--- config.mk ---
export PLATFORM = sky130hd
export DESIGN_NAME = adc_frame_rx
export DESIGN_NICKNAME = d
export VERILOG_FILES = /design/src/rtl/adc_frame_rx.sv
export SDC_FILE = /design/constraint.sdc
export NUM_CORES = 1
export LEC_CHECK = 0
export CAP_MARGIN = 25
export CORE_AREA = 2 2 124 126
export CTS_CLUSTER_DIAMETER = 200
export DETAILED_ROUTE_END_ITERATION = 6
export DIE_AREA = 0 0 126 128
export MAX_ROUTING_LAYER = met4
export PLACE_DENSITY = 0.68
export SYNTH_ARGS = -nofsm -noshare
export SYNTH_HDL_FRONTEND = slang
export SYNTH_SLANG_ARGS = --single-unit
--- constraint.sdc ---
create_clock -name CLK -period 2.6 [get_ports CLK]
set_input_delay 0.78 -clock CLK [delete_from_list [all_inputs] [get_ports CLK]]
set_output_delay 0.78 -clock CLK [all_outputs]
set_load 0.01 [all_outputs]
--- src/rtl/adc_frame_rx.sv ---
// adc_frame_rx - 4-lane serial ADC link receiver (14-bit samples, 2 bits/lane/CLK)
//
// Finds the frame boundary from the FCO bit pattern 14'h3F80 and checks it with a
// SEARCH / LOCKING / LOCKED alignment FSM. In LOCKED it emits one deserialized
// 4x14-bit sample per 7-cycle frame.
//
// Optional feature: define ADC_RX_BASELINE_EN to subtract BASELINE from every
// channel. Results below zero clamp to 0. The subtraction happens in the output
// register, so latency is unchanged. Without the macro, raw samples pass through.
//
// Ports:
//   CLK            bit-pair clock (DCO rate), rising edge
//   RST            synchronous, active-high reset
//   FCO_BITS[1:0]  FCO pair, [1] earlier bit
//   DATA_BITS[7:0] lane pairs, [2*ch+1] earlier / [2*ch] later bit of lane ch
//   CLR_ERR        clears FRAME_ERR_CNT (wins over a same-cycle increment)
//   CH0..CH3       deserialized samples, held until the next emission
//   DATA_VALID     one-cycle strobe, CH0..CH3 valid
//   LOCKED         frame alignment established
//   LOCK_LOST      one-cycle pulse on LOCKED -> SEARCH
//   FRAME_ERR_CNT  saturating count of bad frames seen while LOCKED
module adc_frame_rx #(
  parameter int unsigned LOCK_CNT = 4,
  parameter int unsigned LOSS_CNT = 2,
  parameter logic [13:0] BASELINE = 14'd0
) (
  input  logic        CLK,
  input  logic        RST,
  input  logic [1:0]  FCO_BITS,
  input  logic [7:0]  DATA_BITS,
  input  logic        CLR_ERR,
  output logic [13:0] CH0,
  output logic [13:0] CH1,
  output logic [13:0] CH2,
  output logic [13:0] CH3,
  output logic        DATA_VALID,
  output logic        LOCKED,
  output logic        LOCK_LOST,
  output logic [7:0]  FRAME_ERR_CNT
);

  localparam int          NL      = 4;
  localparam logic [13:0] FCO_PAT = 14'h3F80;
  localparam logic [3:0]  LOCK_N  = 4'(LOCK_CNT);
  localparam logic [3:0]  LOSS_N  = 4'(LOSS_CNT);

  typedef enum logic [1:0] {S_SEARCH, S_LOCKING, S_LOCKED} state_t;

  // Boundary tests run on the history *including* this cycle's incoming pair.
  // That puts DATA_VALID one cycle after the last pair is captured. It also
  // means only 13 stored bits are needed, because 13 + 2 new = 15 bits covers
  // both offsets.
  state_t              state_q;
  logic [12:0]         fco_hist_q;
  logic [NL-1:0][12:0] lane_hist_q;
  logic                off_q;
  logic [2:0]          phase_q;
  logic [3:0]          good_q, bad_q;
  logic [7:0]          err_q;
  logic                dv_q, locked_q, lost_q;
  logic [NL-1:0][13:0] ch_q;

  logic [14:0]         fco_hist_d;
  logic [NL-1:0][14:0] lane_hist_d;
  logic                match0, match1, match_sel;
  logic [NL-1:0][13:0] raw, smp;
  logic [2:0]          phase_inc;
  logic [3:0]          good_inc, bad_inc;
  logic [7:0]          err_inc;

  always_comb begin
    fco_hist_d = {fco_hist_q, FCO_BITS};
    for (int c = 0; c < NL; c++) begin
      lane_hist_d[c] = {lane_hist_q[c], DATA_BITS[2*c+1], DATA_BITS[2*c]};
      raw[c]         = off_q ? lane_hist_d[c][14:1] : lane_hist_d[c][13:0];
`ifdef ADC_RX_BASELINE_EN
      smp[c]         = (raw[c] > BASELINE) ? raw[c] - BASELINE : 14'd0;
`else
      // BASELINE has no effect in this build; masked to zero, no arithmetic.
      smp[c]         = raw[c] | (BASELINE & 14'h0);
`endif
    end
    match0    = (fco_hist_d[13:0] == FCO_PAT);
    match1    = (fco_hist_d[14:1] == FCO_PAT);
    match_sel = off_q ? match1 : match0;
    phase_inc = (phase_q == 3'd6) ? 3'd0 : phase_q + 3'd1;
    good_inc  = good_q + 4'd1;
    bad_inc   = bad_q + 4'd1;
    err_inc   = (err_q == 8'hFF) ? err_q : err_q + 8'd1;
  end

  always_ff @(posedge CLK) begin
    if (RST) begin
      state_q     <= S_SEARCH;
      fco_hist_q  <= '0;
      lane_hist_q <= '0;
      off_q       <= 1'b0;
      phase_q     <= '0;
      good_q      <= '0;
      bad_q       <= '0;
      err_q       <= '0;
      dv_q        <= 1'b0;
      locked_q    <= 1'b0;
      lost_q      <= 1'b0;
      ch_q        <= '0;
    end else begin
      fco_hist_q <= fco_hist_d[12:0];
      for (int c = 0; c < NL; c++) lane_hist_q[c] <= lane_hist_d[c][12:0];
      dv_q   <= 1'b0;
      lost_q <= 1'b0;

      case (state_q)
        S_SEARCH: begin
          // Try both offsets every cycle. Offset 0 wins a tie. The frame that
          // just matched counts as the first good one.
          if (match0 || match1) begin
            off_q   <= ~match0;
            phase_q <= 3'd1;
            good_q  <= 4'd1;
            bad_q   <= '0;
            if (LOCK_N == 4'd1) begin
              state_q  <= S_LOCKED;
              locked_q <= 1'b1;
            end else begin
              state_q  <= S_LOCKING;
            end
          end
        end
        S_LOCKING: begin
          phase_q <= phase_inc;
          if (phase_q == 3'd0) begin
            if (match_sel) begin
              good_q <= good_inc;
              if (good_inc == LOCK_N) begin
                state_q  <= S_LOCKED;
                locked_q <= 1'b1;
                bad_q    <= '0;
              end
            end else begin
              state_q <= S_SEARCH;
              good_q  <= '0;
            end
          end
        end
        S_LOCKED: begin
          phase_q <= phase_inc;
          if (phase_q == 3'd0) begin
            if (match_sel) begin
              bad_q <= '0;
              dv_q  <= 1'b1;
              ch_q  <= smp;
            end else begin
              bad_q <= bad_inc;
              err_q <= err_inc;
              if (bad_inc == LOSS_N) begin
                state_q  <= S_SEARCH;
                locked_q <= 1'b0;
                lost_q   <= 1'b1;
                good_q   <= '0;
              end
            end
          end
        end
        default: state_q <= S_SEARCH;
      endcase

      // Placed last so that a clear overrides an increment in the same cycle.
      if (CLR_ERR) err_q <= '0;
    end
  end

  assign CH0           = ch_q[0];
  assign CH1           = ch_q[1];
  assign CH2           = ch_q[2];
  assign CH3           = ch_q[3];
  assign DATA_VALID    = dv_q;
  assign LOCKED        = locked_q;
  assign LOCK_LOST     = lost_q;
  assign FRAME_ERR_CNT = err_q;

endmodule
[Word-level counts from Yosys, hierarchy flattened]
Cells that the tools add are included.
Operators by class
  reductions and logical operators: 18
  bitwise operators: 5
  add/subtract/negate cells: 4
  equality and inequality tests: 16
  mux-type cells: 39
Operators with widths (number)
  14-bit two-way mux: 4
  4-bit two-way mux: 12
  14-bit equality test, second input constant: 2
  4-bit case mux with 3 select lines: 2
  6-bit AND reduction: 3
  2-bit two-way mux: 7
  2-bit != test, second input constant: 7
  1-bit two-way mux: 9
  4-bit by 1-bit adder with 4-bit output, second input constant: 2
  8-bit by 1-bit adder with 8-bit output, second input constant: 1
  8-bit equality test, second input constant: 1
  7-bit AND reduction: 1
  3-bit two-way mux: 2
  2-bit case mux with 3 select lines: 1
  3-bit case mux with 2 select lines: 1
  1-bit inverter: 5
  4-bit by 2-bit equality test with 1-bit output, second input constant: 1
  4-bit by 3-bit equality test with 1-bit output, second input constant: 1
  2-bit AND reduction: 2
  4-bit AND reduction: 1
  2-bit nonzero test: 2
  2-bit OR reduction: 2
  4-bit OR reduction: 1
  3-bit by 1-bit adder with 3-bit output, second input constant: 1
  11 further kinds: 11
Word-level totals
  output and inout port bits: 67
  word-level logic and storage cells: 100
  flip-flop bits (word level): 146
  bits of input ports: 13

[Logic depth before layout (Yosys ltp)]
  word-level depth: 6
  depth in mapped cells: 8
  gate-level depth less buffers: 7

[Worst setup path after synthesis]
Ideal clock, no wire load.
  path kind: input-to-reg
  start point: input port FCO_BITS[1]
  end point: register bad_q[1]
  data required time: 2.477 ns
  setup time: 0.123 ns
  cell stages on the path: 5
  data arrival time: 2.234 ns
  setup slack: 0.243 ns
  buffers on the path: 0
  path through: or4_4 > a2111oi_4 > o211a_1 > nand2_1 > mux2_1
On the way
  longest elaborated chain between the ends: 5
  elaborated cells between the ends (all ways): 10
  classes of those cells: eq/ne (4); mux (4); reduce/logical (2)
Ends and longest elaborated chain
  from (decl): RTL line 29  | input logic [1:0] FCO_BITS,
  14-bit equality test (on tied branches): RTL line 83, 84
  1-bit two-way mux: RTL line 85  | match_sel = off_q ? match1 : match0;
  4-bit two-way mux: RTL line 148  | if (match_sel) begin
  4-bit two-way mux: RTL line 147  | if (phase_q == 3'd0) begin
  4-bit case mux with 3 select lines: RTL line 112  | case (state_q)
  to (signal assigned): RTL line 153  | bad_q <= bad_inc;
  to (decl): RTL line 58  | logic [3:0] good_q, bad_q;
Parallel ways exist; a longest one is shown, timed or not. The select of a mux whose other input is x is not followed.
A chain may end at the register's enable or synchronous reset.

[Worst setup path after layout]
  start point: input port FCO_BITS[1]
  end point: register bad_q[2]
The elaborated chain is that of the path after synthesis.

==> reports/qor.yml <==
gr-usage-met1_pct: 19.1
skew_ns: 0.00829
gr-max-usage-layer: "met2"
die_y_microns: 128
syn_avg_cell_area_sq_um: 9.97
path_class: "in2reg"
cts_tree: "done"
grt_antenna_before_repair: 0
met2_usage_pct: 25.1
core_sq_mm: 0.0149
start_util_pct: 39.0
hold_path_class: "reg2reg"
gp_congestion: 0.790
ctsHoldBuffers: 0
grt_pass1_vias: 4399
wirelength_microns: 12000
cts_root_buf: "clkbuf_16"
p_leak_nw: 2.46
total_power_w: 0.00514
io_pins: 80
dieArea_sq_mm: 0.0161
cts_sinks: 146
rr_startpoint: "fco_hist_q[2]"
slew-limit-headroom_pct: 35.5
clk_pin_slew_ns: 0.06
start_kind: "primary input"
status: "complete, no violations"
ys_seq_area_share_pct: 50.4
async_reset_ff_share_pct: 0
hpwl_microns: 7960
drive_above_1_share_pct: 10.2
yosysUniqueCellTypes: 57
end_kind: "flip-flop"
vias: 4372
synth-seq-cells: 146
grt_pass1_wl_microns: 20400
cp_cell_sequence: "clkdlybuf4s50_1 > or4_4 > a2111oi_4 > o21ai_2 > or4_1 > nand3b_1"
synth_fp_nets: 603
fmax_mhz: 407
syn_area_sq_mm: 0.00580
p_per_area_mw_per_mm2: 690
grt_use_met3_pct: 3.88
ir_worst_vdd_uv: 417
wl_per_cell_microns: 13.9
timing.final.max_slew_violations: 0
grt_max_degree: 134
crit_fanout: 4
numCtsBuffers: 17
clockBufferDepth: 2
fin_crit_ns: 2.46
portBuffers: 79
drc: 0
post_cts_resize_count: 0
post-cts-setup-buffers: 0
setup_violations: 0
first_iter_violations: 278
cp.required_ns: 2.96
dr.pass1.iters: 6
cap_violations: 0
yosys_warnings: 0
antenna_cells: 0
finalNetCount: 683
holdCritStartpoint: "lane_hist_d[49]"
grt_use_total_pct: 15.9
postSynthCellCount: 582
area_delta_synth_final_pct: 28.4
fin_crit_sh_pct: 94.5
hold_violations: 0
slowest_delay_ns: 0.52
cp.arrival_ns: 2.82
row_count: 45
synth_edf_count: 0
fin_cells: 863
die_width_microns: 126
vias_per_cell: 5.07
ant_nets: 0
clk_latency_ns: 0.42
yosys_most_used_dff: "dfxtp_1"
cp-startpoint: "FCO_BITS[1]"
tightest_slew_ns: 0.968
cpMaxStageDelayCell: "or4_1"
rsz0062_at_grt: "no"
htree_levels: 4
dp.cells: 831
grt_overflow: 0
## cell type report
cell class,count,area [sq um]
Fill cell,1374,7410
Sequential cell,146,2930
Multi-Input combinational cell,389,2680
Timing Repair Buffer,102,1040
Clock buffer,17,425
Tap cell,188,235
Clock inverter,15,126
Inverter,6,22.5
## worst paths after layout
| check | to | slack, ns | depth (start not counted) |
|---|---|---|---|
| max reg2reg | bad_q[2] | 0.52 | 5 |
| min reg2reg | lane_hist_d[51] | 0.48 | 1 |
| min | lane_hist_d[51] | 0.48 | 1 |
| max | bad_q[2] | 0.14 | 6 |
## state kept, by name, summed over array words and instances, names as in the netlist, 8 cells and up
signal,cells
lane_hist_d,52
FRAME_ERR_CNT,8
CH1,14
fco_hist_q,13
CH3,14
CH2,14
CH0,14
## through the flow
step	worst slack (ns)	setup TNS [ns]	utilization, %	hold WS [ns]	cell area (sq um)
after floorplan	0.243	0	-	0.445	5800
after global placement	-0.274	-8.07	46.4	0.464	6900
after detailed placement	-0.318	-8.02	46.4	0.472	6900
after CTS	0.106	0	50.1	0.482	7450
after global routing	0.0544	0	50.1	0.487	7450
final	0.142	0	50.1	0.479	7450
## worst max-delay path, delay by kind of cell
kind	cells	cell delay (ns)
AO/OA/AOI/OAI	2	0.52
buffers and inverters	1	0.44
AND/OR/NAND/NOR	3	1.08
## cells in the final DEF, fill, tap and decap left out, types with 4 or more instances in the layout
cell type        count
clkbuf_16           17
nor2_1              74
clkdlybuf4s50_1     78
buf_4               18
inv_1                6
buf_12               6
xnor2_1              7
ha_1                 8
nand3_1              6
clkinv_4             5
nor4_1               6
a21oi_1             11
mux2i_1             58
dfxtp_1            145
nor3_1               8
o21ai_0             12
nand2_1             12
a211oi_1            57
a31oi_1              4
nor2b_1             67
## layer usage
| metal | part of all wire [%] | up-vias |
|---|---|---|
| met2 | 47 | 75 |
| met1 | 47 | 2039 |
| met3 | 3.3 | 22 |
| met4 | 2.3 | 0 |
| met5 | 0 | - |
| li1 | - | 2236 |
## power by group
group | internal [W] | switching [W] | total [W] | leakage (nW)
logic | 0.000236 | 0.000314 | 0.000549 | 1.00
clock network | 0.00125 | 0.00101 | 0.00226 | 0.274
registers | 0.00228 | 0.0000501 | 0.00233 | 1.18
total | 0.00377 | 0.00137 | 0.00514 | 2.46
## cell usage after synthesis (all sizes together), types with 8 or more instances
| master | n | share of area [%] |
|---|---|---|
| clkbuf | 26 | 1.7 |
| mux2i | 58 | 10 |
| a211oi | 57 | 7.4 |
| dfxtp | 146 | 50 |
| o21ai | 13 | 1.2 |
| nor2 | 75 | 4.9 |
| nand2 | 12 | 0.78 |
| nor3 | 8 | 0.69 |
| nor2b | 67 | 7.2 |
| a21oi | 11 | 0.95 |
| ha | 8 | 1.7 |
| buf | 15 | 1.4 |
## cell families (layout without fill, tap and decap cells)
logic type / after synthesis / in the layout / share of synthesized area [%]
AOI/OAI and AO/OA: 108 / 108 / 14.0
buffers and inverters: 47 / 140 / 3.51
and+or+nand+nor: 206 / 206 / 19.0
muxes: 59 / 59 / 10.2
adders and majority gates: 8 / 8 / 1.72
DFF: 146 / 146 / 50.4
xor gates and xnor gates: 8 / 8 / 1.21
No activity file was read; power rests on OpenSTA's default activity.
